**config.mk**
```make
export PLATFORM = sky130hd
export DESIGN_NAME = phi_slice_hist_v2
export DESIGN_NICKNAME = d
export VERILOG_FILES = /design/src/rtl/phi_slice_hist_v2.sv
export SDC_FILE = /design/constraint.sdc
export NUM_CORES = 2
export LEC_CHECK = 0
export ABC_AREA = 1
export BUFFER_PORTS_ARGS = -buffer_cell sky130_fd_sc_hd__buf_2
export CORE_UTILIZATION = 25
export DETAILED_ROUTE_END_ITERATION = 8
export GPL_ROUTABILITY_DRIVEN = 0
export PLACE_DENSITY = 0.5
export REMOVE_ABC_BUFFERS = 1
export SLEW_MARGIN = 25
export SYNTH_ARGS = -nofsm -noshare
export SYNTH_HDL_FRONTEND = slang
export SYNTH_SLANG_ARGS = --single-unit
```
**constraint.sdc**
```tcl
create_clock -name clk -period 14.75 [get_ports clk]
set_input_delay 1.475 -clock clk [delete_from_list [all_inputs] [get_ports clk]]
set_output_delay 1.475 -clock clk [all_outputs]
set_load 0.02 [all_outputs]
```
**src/rtl/phi_slice_hist_v2.sv**
```systemverilog
// Per-phi-slice eta histogram fill with a single-pass 3-bin cluster scan; PHI_SLICE_XCNT_EN adds special-track counts.
// Track to histogram 2 cycles, stop to first bin 3 cycles; scan index freezes while clu_valid && !clu_ready.
module phi_slice_hist_v2 #(
  parameter int PHIBIN = 0,
  parameter int NCH    = 2,
  parameter int NETA   = 24,
  parameter int PTW    = 9,
  parameter int NTW    = 5,
  parameter int NXW    = 4,
  parameter int PHIW   = 5,
  parameter int ETAW   = 5
) (
  input  logic                          clk,
  input  logic                          rstb,
  input  logic                          start,
  input  logic                          stop,
  input  logic [NCH-1:0]                trk_valid,
  input  logic [NCH*PHIW-1:0]           trk_phi,
  input  logic [NCH*ETAW-1:0]           trk_eta,
  input  logic [NCH*PTW-1:0]            trk_pt,
  input  logic [NCH-1:0]                trk_bitx,
  output logic [NTW+NXW+ETAW+PTW-1:0]   clu_data,
  output logic                          clu_valid,
  input  logic                          clu_ready,
  output logic                          busy,
  output logic                          filled,
  output logic                          done,
  output logic                          ovf
);
  localparam int IW = $clog2(NETA + 1);

  typedef enum logic [1:0] {IDLE, FILL, DRAIN, SCAN} state_t;

  state_t                    state;
  logic                      dcnt;
  logic [IW-1:0]             idx;
  logic [NETA-1:0]           cons;
  logic                      stall;

  logic [NCH-1:0]            acc;
  logic [NCH-1:0]            s1_vld;
  logic [NCH-1:0][ETAW-1:0]  s1_eta;
  logic [NCH-1:0][PTW-1:0]   s1_pt;

  logic [PTW-1:0]            h_pt [NETA];
  logic [NTW-1:0]            h_nt [NETA];
  logic [PTW-1:0]            n_pt [NETA];
  logic [NTW-1:0]            n_nt [NETA];
  logic [NETA-1:0]           bin_sat;
  logic [PTW+2:0]            sp;
  logic [NTW+2:0]            sn;

  logic [PTW-1:0]            l_pt, c_pt, r_pt, cl_pt;
  logic [NTW-1:0]            l_nt, c_nt, r_nt, cl_nt;
  logic [PTW+1:0]            cs_pt;
  logic [NTW+1:0]            cs_nt;
  logic [NXW-1:0]            cl_nx;
  logic                      seed;

`ifdef PHI_SLICE_XCNT_EN
  logic [NCH-1:0]            s1_x;
  logic [NXW-1:0]            h_nx [NETA];
  logic [NXW-1:0]            n_nx [NETA];
  logic [NXW+2:0]            sx;
  logic [NXW-1:0]            l_nx, c_nx, r_nx;
  logic [NXW+1:0]            cs_nx;
`else
  logic                      unused_bitx;
  assign unused_bitx = ^trk_bitx;
`endif

  assign busy   = (state != IDLE);
  assign filled = (state == SCAN);
  assign stall  = clu_valid && !clu_ready;

  always_comb begin
    acc = '0;
    for (int c = 0; c < NCH; c++) begin
      acc[c] = trk_valid[c] && (trk_phi[c*PHIW +: PHIW] == PHIW'(PHIBIN)) &&
               (trk_pt[c*PTW +: PTW] != '0) && (32'(trk_eta[c*ETAW +: ETAW]) < NETA);
    end
  end

  // All channels landing in the same bin are folded into one saturating update.
  always_comb begin
    sp      = '0;
    sn      = '0;
    bin_sat = '0;
    n_pt    = h_pt;
    n_nt    = h_nt;
`ifdef PHI_SLICE_XCNT_EN
    sx      = '0;
    n_nx    = h_nx;
`endif
    for (int b = 0; b < NETA; b++) begin
      sp = {3'b0, h_pt[b]};
      sn = {3'b0, h_nt[b]};
`ifdef PHI_SLICE_XCNT_EN
      sx = {3'b0, h_nx[b]};
`endif
      for (int c = 0; c < NCH; c++) begin
        if (s1_vld[c] && (32'(s1_eta[c]) == b)) begin
          sp = sp + {3'b0, s1_pt[c]};
          sn = sn + (NTW+3)'(1);
`ifdef PHI_SLICE_XCNT_EN
          sx = sx + (NXW+3)'(s1_x[c]);
`endif
        end
      end
      n_pt[b]    = (|sp[PTW+2:PTW]) ? '1 : sp[PTW-1:0];
      n_nt[b]    = (|sn[NTW+2:NTW]) ? '1 : sn[NTW-1:0];
      bin_sat[b] = (|sp[PTW+2:PTW]) || (|sn[NTW+2:NTW]);
`ifdef PHI_SLICE_XCNT_EN
      n_nx[b]    = (|sx[NXW+2:NXW]) ? '1 : sx[NXW-1:0];
      bin_sat[b] = bin_sat[b] || (|sx[NXW+2:NXW]);
`endif
    end
  end

  // Neighbourhood of the current scan index; out-of-range and consumed bins read as zero.
  always_comb begin
    l_pt = '0; c_pt = '0; r_pt = '0;
    l_nt = '0; c_nt = '0; r_nt = '0;
`ifdef PHI_SLICE_XCNT_EN
    l_nx = '0; c_nx = '0; r_nx = '0;
`endif
    for (int b = 0; b < NETA; b++) begin
      if (32'(idx) == b) begin
        c_pt = cons[b] ? '0 : h_pt[b];
        c_nt = cons[b] ? '0 : h_nt[b];
`ifdef PHI_SLICE_XCNT_EN
        c_nx = cons[b] ? '0 : h_nx[b];
`endif
      end
      if (32'(idx) == b + 1) begin
        l_pt = cons[b] ? '0 : h_pt[b];
        l_nt = cons[b] ? '0 : h_nt[b];
`ifdef PHI_SLICE_XCNT_EN
        l_nx = cons[b] ? '0 : h_nx[b];
`endif
      end
      if (32'(idx) + 1 == b) begin
        r_pt = cons[b] ? '0 : h_pt[b];
        r_nt = cons[b] ? '0 : h_nt[b];
`ifdef PHI_SLICE_XCNT_EN
        r_nx = cons[b] ? '0 : h_nx[b];
`endif
      end
    end
    seed  = (32'(idx) < NETA) && (c_pt != '0) && (c_pt >= l_pt) && (c_pt > r_pt);
    cs_pt = {2'b0, l_pt} + {2'b0, c_pt} + {2'b0, r_pt};
    cs_nt = {2'b0, l_nt} + {2'b0, c_nt} + {2'b0, r_nt};
    cl_pt = (|cs_pt[PTW+1:PTW]) ? '1 : cs_pt[PTW-1:0];
    cl_nt = (|cs_nt[NTW+1:NTW]) ? '1 : cs_nt[NTW-1:0];
`ifdef PHI_SLICE_XCNT_EN
    cs_nx = {2'b0, l_nx} + {2'b0, c_nx} + {2'b0, r_nx};
    cl_nx = (|cs_nx[NXW+1:NXW]) ? '1 : cs_nx[NXW-1:0];
`else
    cl_nx = '0;
`endif
  end

  always_ff @(posedge clk or negedge rstb) begin
    if (!rstb) begin
      state     <= IDLE;
      dcnt      <= 1'b0;
      idx       <= '0;
      cons      <= '0;
      s1_vld    <= '0;
      s1_eta    <= '0;
      s1_pt     <= '0;
      clu_data  <= '0;
      clu_valid <= 1'b0;
      done      <= 1'b0;
      ovf       <= 1'b0;
      for (int b = 0; b < NETA; b++) begin
        h_pt[b] <= '0;
        h_nt[b] <= '0;
`ifdef PHI_SLICE_XCNT_EN
        h_nx[b] <= '0;
`endif
      end
`ifdef PHI_SLICE_XCNT_EN
      s1_x      <= '0;
`endif
    end else if (start) begin
      state     <= FILL;
      dcnt      <= 1'b0;
      idx       <= '0;
      cons      <= '0;
      s1_vld    <= '0;
      clu_data  <= '0;
      clu_valid <= 1'b0;
      done      <= 1'b0;
      ovf       <= 1'b0;
      for (int b = 0; b < NETA; b++) begin
        h_pt[b] <= '0;
        h_nt[b] <= '0;
`ifdef PHI_SLICE_XCNT_EN
        h_nx[b] <= '0;
`endif
      end
    end else begin
      done   <= 1'b0;
      s1_vld <= (state == FILL) ? acc : '0;
      for (int c = 0; c < NCH; c++) begin
        s1_eta[c] <= trk_eta[c*ETAW +: ETAW];
        s1_pt[c]  <= trk_pt[c*PTW +: PTW];
      end
`ifdef PHI_SLICE_XCNT_EN
      s1_x <= trk_bitx;
      h_nx <= n_nx;
`endif
      h_pt <= n_pt;
      h_nt <= n_nt;
      ovf  <= ovf | (|bin_sat);

      case (state)
        FILL: if (stop) state <= DRAIN;
        DRAIN: begin
          dcnt <= ~dcnt;
          if (dcnt) state <= SCAN;
        end
        SCAN: begin
          if (!stall) begin
            if (32'(idx) < NETA) begin
              clu_valid <= seed;
              if (seed) begin
                clu_data <= {cl_nt, cl_nx, ETAW'(idx), cl_pt};
                for (int b = 0; b < NETA; b++) begin
                  if (32'(idx) + 1 == b) cons[b] <= 1'b1;
                end
              end
              idx <= idx + IW'(1);
            end else begin
              clu_valid <= 1'b0;
              done      <= 1'b1;
              state     <= IDLE;
            end
          end
        end
        default: ;
      endcase
    end
  end
endmodule

```
=== After elaboration in Yosys (flattened, before gate mapping) ===
Index checks and enable logic that the tools add are counted.

* Register bits: 424
* Input bits: 47
* Output and inout bits: 28
* Word-level logic and storage cells: 892

* Add/subtract/negate cells: 102
* Order comparisons: 5
* Equal/unequal tests: 101
* Mux-type cells: 397
* Bitwise logic cells: 2
* Reduce and logical (&&, ||, !) cells: 201

{| class="wikitable"
|+ Operator list
! cell !! number
|-
| 9-bit two-way mux || 121
|-
| 5-bit two-way mux || 125
|-
| 12-bit by 9-bit adder with 12-bit output || 24
|-
| 12-bit two-way mux || 24
|-
| 32-bit by 4-bit equality test with 1-bit output (second input constant) || 8
|-
| 9-bit by 9-bit adder with 10-bit output || 25
|-
| 10-bit two-way mux || 24
|-
| 32-bit by 5-bit equality test with 1-bit output (second input constant) || 7
|-
| 216-bit two-way mux || 1
|-
| 8-bit by 1-bit adder with 8-bit output (second input constant) || 24
|-
| 8-bit two-way mux || 24
|-
| 5-bit by 1-bit adder with 6-bit output (second input constant) || 25
|-
| 6-bit two-way mux || 24
|-
| 3-bit OR reduction || 48
|-
| 32-bit by 3-bit equality test with 1-bit output (second input constant) || 4
|-
| 5-bit equality test (second input constant) || 25
|-
| 5-bit AND reduction || 25
|-
| 5-bit by 4-bit equality test with 1-bit output (second input constant) || 24
|-
| 120-bit two-way mux || 1
|-
| 24-bit two-way mux || 5
|-
| 23-bit two-way mux || 5
|-
| 32-bit by 2-bit equality test with 1-bit output (second input constant) || 2
|-
| 5-bit by 3-bit equality test with 1-bit output (second input constant) || 12
|-
| 1-bit logical AND || 58
|-
| 32 further kinds || 143
|}

=== Depth between registers and ports, before layout ===
* Depth after elaboration: 34
* Mapped depth: 55
* Gate-level depth less buffers: 55

=== Least setup slack after synthesis ===
Ideal clock, no wire load.

* Path kind: reg2reg
* Start point: register idx[0]
* End point: register clu_data[3]
* Setup time: 117 ps
* Arrival time: 5,815 ps
* Data required time: 14,633 ps
* Slack: 8,818 ps
* Cell stages (with the launch flop): 53
* Path buffers: 1
* Period minus slack after synthesis: 5,932 ps
* Path through: dfrtp_1 -> ha_1 -> inv_2 -> nor2_1 -> ha_1 -> o21ai_0 -> nor2_1 -> inv_1 -> nor2_2 -> inv_1 -> buf_2 -> o211ai_1 -> o21ai_0 -> o21ai_0 -> o22ai_1 -> nand2_1 -> nand2_1 -> nand3_1 -> [... 17 more ...] -> ha_1 -> fa_1 -> nand2_1 -> inv_1 -> nor2_1 -> o21bai_1 -> a21oi_1 -> o21ai_0 -> a21oi_1 -> nor2_1 -> o21ai_0 -> inv_1 -> nor2_1 -> o21ai_0 -> nand2_1 -> inv_1 -> nand2_1 -> nand2_1

* Word-level cells in the longest chain between the ends: 34
* Elaborated cells between the ends (all ways): 141
* Those cells by class: 3 x add/sub; 3 x order compare; 47 x eq/ne; 78 x mux; 10 x reduce/logical

{| class="wikitable"
|+ RTL lines
! what !! line !! text
|-
| start: declaration || 36 || <nowiki>logic [IW-1:0] idx;</nowiki>
|-
| start signal: assignment || 234 || <nowiki>idx <= idx + IW'(1);</nowiki>
|-
| 5-bit by 1-bit equality test with 1-bit output (tied with other cells) || 128, 135 ||
|-
| 9-bit two-way mux (tied with other cells) || 135 || <nowiki>if (32'(idx) == b + 1) begin</nowiki>
|-
| 9-bit two-way mux, on equally long branches (23 in series) || 135, 128, 142 ||
|-
| 9-bit by 9-bit adder with 10-bit output / 9-bit two-way mux (equally long branches) || 151, 142 ||
|-
| 10-bit by 9-bit adder with 11-bit output || 151 || <nowiki>cs_pt = {2'b0, l_pt} + {2'b0, c_pt} + {2'b0, r_pt};</nowiki>
|-
| 2-bit OR reduction || 153 || <nowiki>cl_pt = (|cs_pt[PTW+1:PTW]) ? '1 : cs_pt[PTW-1:0];</nowiki>
|-
| 9-bit two-way mux || 153 ||
|-
| 23-bit two-way mux || 228 || <nowiki>if (seed) begin</nowiki>
|-
| 23-bit two-way mux || 226 || <nowiki>if (32'(idx) < NETA) begin</nowiki>
|-
| 23-bit two-way mux || 225 || <nowiki>if (!stall) begin</nowiki>
|-
| 23-bit two-way mux || 218 || <nowiki>case (state)</nowiki>
|-
| 23-bit two-way mux || 186 || <nowiki>end else if (start) begin</nowiki>
|-
| end signal: assignment || 229 || <nowiki>clu_data <= {cl_nt, cl_nx, ETAW'(idx), cl_pt};</nowiki>
|-
| end: declaration || 22 || <nowiki>output logic [NTW+NXW+ETAW+PTW-1:0] clu_data,</nowiki>
|}

Several ways; a longest one is shown, not always the timed one. The select of a mux whose other input is x is not followed.
A chain may end at the register's enable or synchronous reset.

=== Worst setup path after layout ===
* Start point: register idx[3]
* End point: register clu_data[3]

Same word-level chain as after synthesis.

==> metrics.yaml <==
timing:
  fmax_mhz: 116
  finalMaxSlewViolations: 0
  setup_viol: 0
  fin_tns_setup_ps: 0
  relSlewSlack_pct: 18.6
  min_period_over_period_pct: 58.3
  period_needed_ps: 8600
  rsz0062_at_grt: "no"
  fin_worst_skew_ps: 38.8
  worst_pin_slew_ps: 1210
  hold_viol: 0
worst_setup_path:
  worstSetupEndpointType: "register"
  r2r_cells: 50
  cp-endpoint: "clu_data[3]"
  criticalPathCategory: "register to register"
  r2r_slack_ps: 6150
  worstPathRequired_ps: 15340
  cpMaxStageDelayCell: "dfrtp_1"
  crit_path_frequent_cell: "nand2_1"
  startpoint: "idx[3]"
  crit_path_start_kind: "register"
  reg2reg_from: "idx[3]"
  path_max_fanout: 14
  cp.arrival_ps: 9190
  slowest_delay_ps: 710
  r2r-end: "clu_data[3]"
cells_and_area:
  layout-area-overhead-vs-synth_pct: 10.5
  design_area_um2: 59700
  final_nets: 9401
  nFillCells: 23709
  layout-drive-gt1-share_pct: 4.87
pwr:
  power_density_nw_per_um2: 106
  p_leak_nw: 30.1
  worst_ir_drop_vdd_v: 0.000278
cts:
  clk_pin_slew_worst_paths_ps: 60
  cts_resized: 0
  insertion_delay_ps: 700
  htreeDepth: 2
  clk_path_buf_depth: 3
  root_buffer: "clkbuf_16"
  cts_made_buffers: 61
  cts_tree: "yes"
  cts_num_sinks: 420
  postCtsSetupBuffers: 0
  cts_hold_buf: 0
placement:
  port_buffers: 68
  hpwl_mm: 164
  placed_area_um2: 57600
detailed_routing:
  firstDrtPassIters: 7
  vias: 57897
  wire_per_inst_um: 19.1
  viasPerCell: 4.97
  drc_errors: 0
  routed_wl_mm: 222
  drtIter0Drc: 5654
  ant_nets: 0
synthesis:
  synth.avg_cell_area_um2: 6.12
  ys_warn_count: 0
  synth-seq-area-share_pct: 19.5
  synth_top_family_by_area: "simple AND/OR/NAND/NOR gates"
  synth-xor-area-share_pct: 5.04
  synth_edf_count: 0
  synth_ff_type: "dfrtp_1"
  ys_async_sr_fraction_pct: 100
  yosysUniqueCellTypes: 57
  ys_ff_latch: 420
  synthAdderAreaFrac_pct: 14.7
  syn_inst: 8826
  syn_area_um2: 54000
  synth_mux_area_share_pct: 0.148
  yosys.area_share.simple_pct: 27.9
  synth_compound_area_share_pct: 20.3
global_route:
  overflow: 0
  grt_max_degree: 123
  antenna_found_initial: 4
  grt_pass1_wl_mm: 332
  first_global_vias: 54167
  grtUsageTotal_pct: 19.8
die:
  core_area_um2: 215000
  rows: 170
  initial_utilization_pct: 25.2
  dieHeight_um: 467
  die_area_um2: 218000
  die_w_um: 467
  pin_count: 75
job:
  max_cap_viol_count: 0
worst_hold_path:
  min_path_cells: 2
  hold_class: "register to register"
status:
  status: "finished clean"
==> power by group <==
part	switching [mW]	internal (mW)	leakage [nW]	total, mW
combinational	2.59	0.942	23.4	3.53
clock	0.622	0.913	0.967	1.53
sequential	0.0583	1.19	5.78	1.25
==> Yosys cell counts, types with 42 or more instances <==
library cell	count	area share [%]
nand3_1	272	2.5
xnor2_1	79	1.3
ha_1	530	12
nand4_1	65	0.75
dfrtp_1	420	19
a31oi_1	42	0.49
fa_1	64	2.4
o21bai_1	81	1.1
nand2_1	2161	15
inv_1	1392	9.7
nor2_1	1034	7.2
a21oi_1	707	6.6
a22oi_1	73	1.0
o211ai_1	42	0.58
o21ai_0	865	8.0
a211oi_1	49	0.68
nor3_1	70	0.65
clkbuf_1	271	1.9
xor2_1	230	3.7
==> logic make-up after synthesis <==
logic type | after synthesis
and+or+nand+nor | 3726
AOI/OAI and AO/OA | 2002
buffers and inverters | 1765
adders and majority gates | 594
DFF | 420
xor gates and xnor gates | 310
muxes | 8
other | 1
==> per-layer routing <==
metal	GRT usage (%)	share of wire, %	routed length [um]	vias to the layer above
met4	7.45	4.0	8870	2
met2	31.4	44	96800	2098
met5	0	0.0049	11	-
met1	27.2	45	101000	27221
li1	-	-	-	28204
met3	2.71	7.0	15600	372
==> through the flow <==
stage / setup WS [ps] / hold slack, ps / cells / util [%] / power (mW)
floorplan: 7500 / 451 / 8498 / - / 3.23
global placement: 6320 / 464 / 11535 / 26.9 / 4.66
detailed placement: 6390 / 474 / 11535 / 26.9 / 4.66
CTS: 6360 / 487 / 11647 / 27.8 / 6.23
global route: 5600 / 521 / 11648 / 27.8 / 6.66
finish: 6150 / 482 / 11648 / 27.8 / 6.31
==> worst max-delay path: cells and delay by family, from the launching register on <==
| family | cells | cell delay [ps] |
|---|---|---|
| AO/OA/AOI/OAI | 14 | 2290 |
| adder cells (fa/ha/maj) | 4 | 1290 |
| buffers and inverters | 5 | 810 |
| flip-flops | 1 | 710 |
| AND/OR/NAND/NOR | 27 | 3400 |
==> state kept, by name, summed over array words and instances, names as in the netlist <==
register   cells
done           1
s1_vld         2
cons          24
clu_data      19
idx            5
s1_pt         18
h_pt         216
s1_eta        10
clu_valid      1
h_nt         120
ovf            1
state          2
dcnt           1
==> cell usage in the layout (no fill, tap or decap), drive strengths merged, types with 30 or more instances in the layout <==
cell    synthesis  final
a211oi         49     49
o211ai         42     42
dfrtp         420    420
nor2         1054   1054
nor3           70     70
o21bai         81     81
xnor2          79     79
o21ai         904    904
clkbuf        271     92
ha            530    530
a21oi         707    707
xor2          231    231
inv          1411   1412
o22ai          30     30
a22oi          73     73
nand4          65     65
nand2        2172   2172
buf            60    199
clkinv         23     30
fa             64     64
nand3         285    285
a31oi          42     42
or2            41     41
==> area by class of cell <==
| class | count | area [um^2] | share of cell area (%) |
|---|---|---|---|
| Multi-Input combinational cell | 6644 | 36800 | 61.7 |
| Timing Repair Buffer | 199 | 1370 | 2.29 |
| Clock inverter | 20 | 277 | 0.463 |
| Tap cell | 2838 | 3550 | 5.95 |
| Antenna cell | 1 | 2.50 | 0.00419 |
| Inverter | 1434 | 5400 | 9.05 |
| Sequential cell | 420 | 10500 | 17.7 |
| Clock buffer | 92 | 1740 | 2.92 |
==> worst min-delay path by stage <==
stage,from,end
after floorplan,dcnt,dcnt
after global placement,dcnt,dcnt
after detailed placement,s1_pt[3],s1_pt[3]
after CTS,s1_pt[3],s1_pt[3]
after global routing,dcnt,dcnt
final,s1_pt[3],s1_pt[3]
No activity file was read; power rests on OpenSTA's default activity.
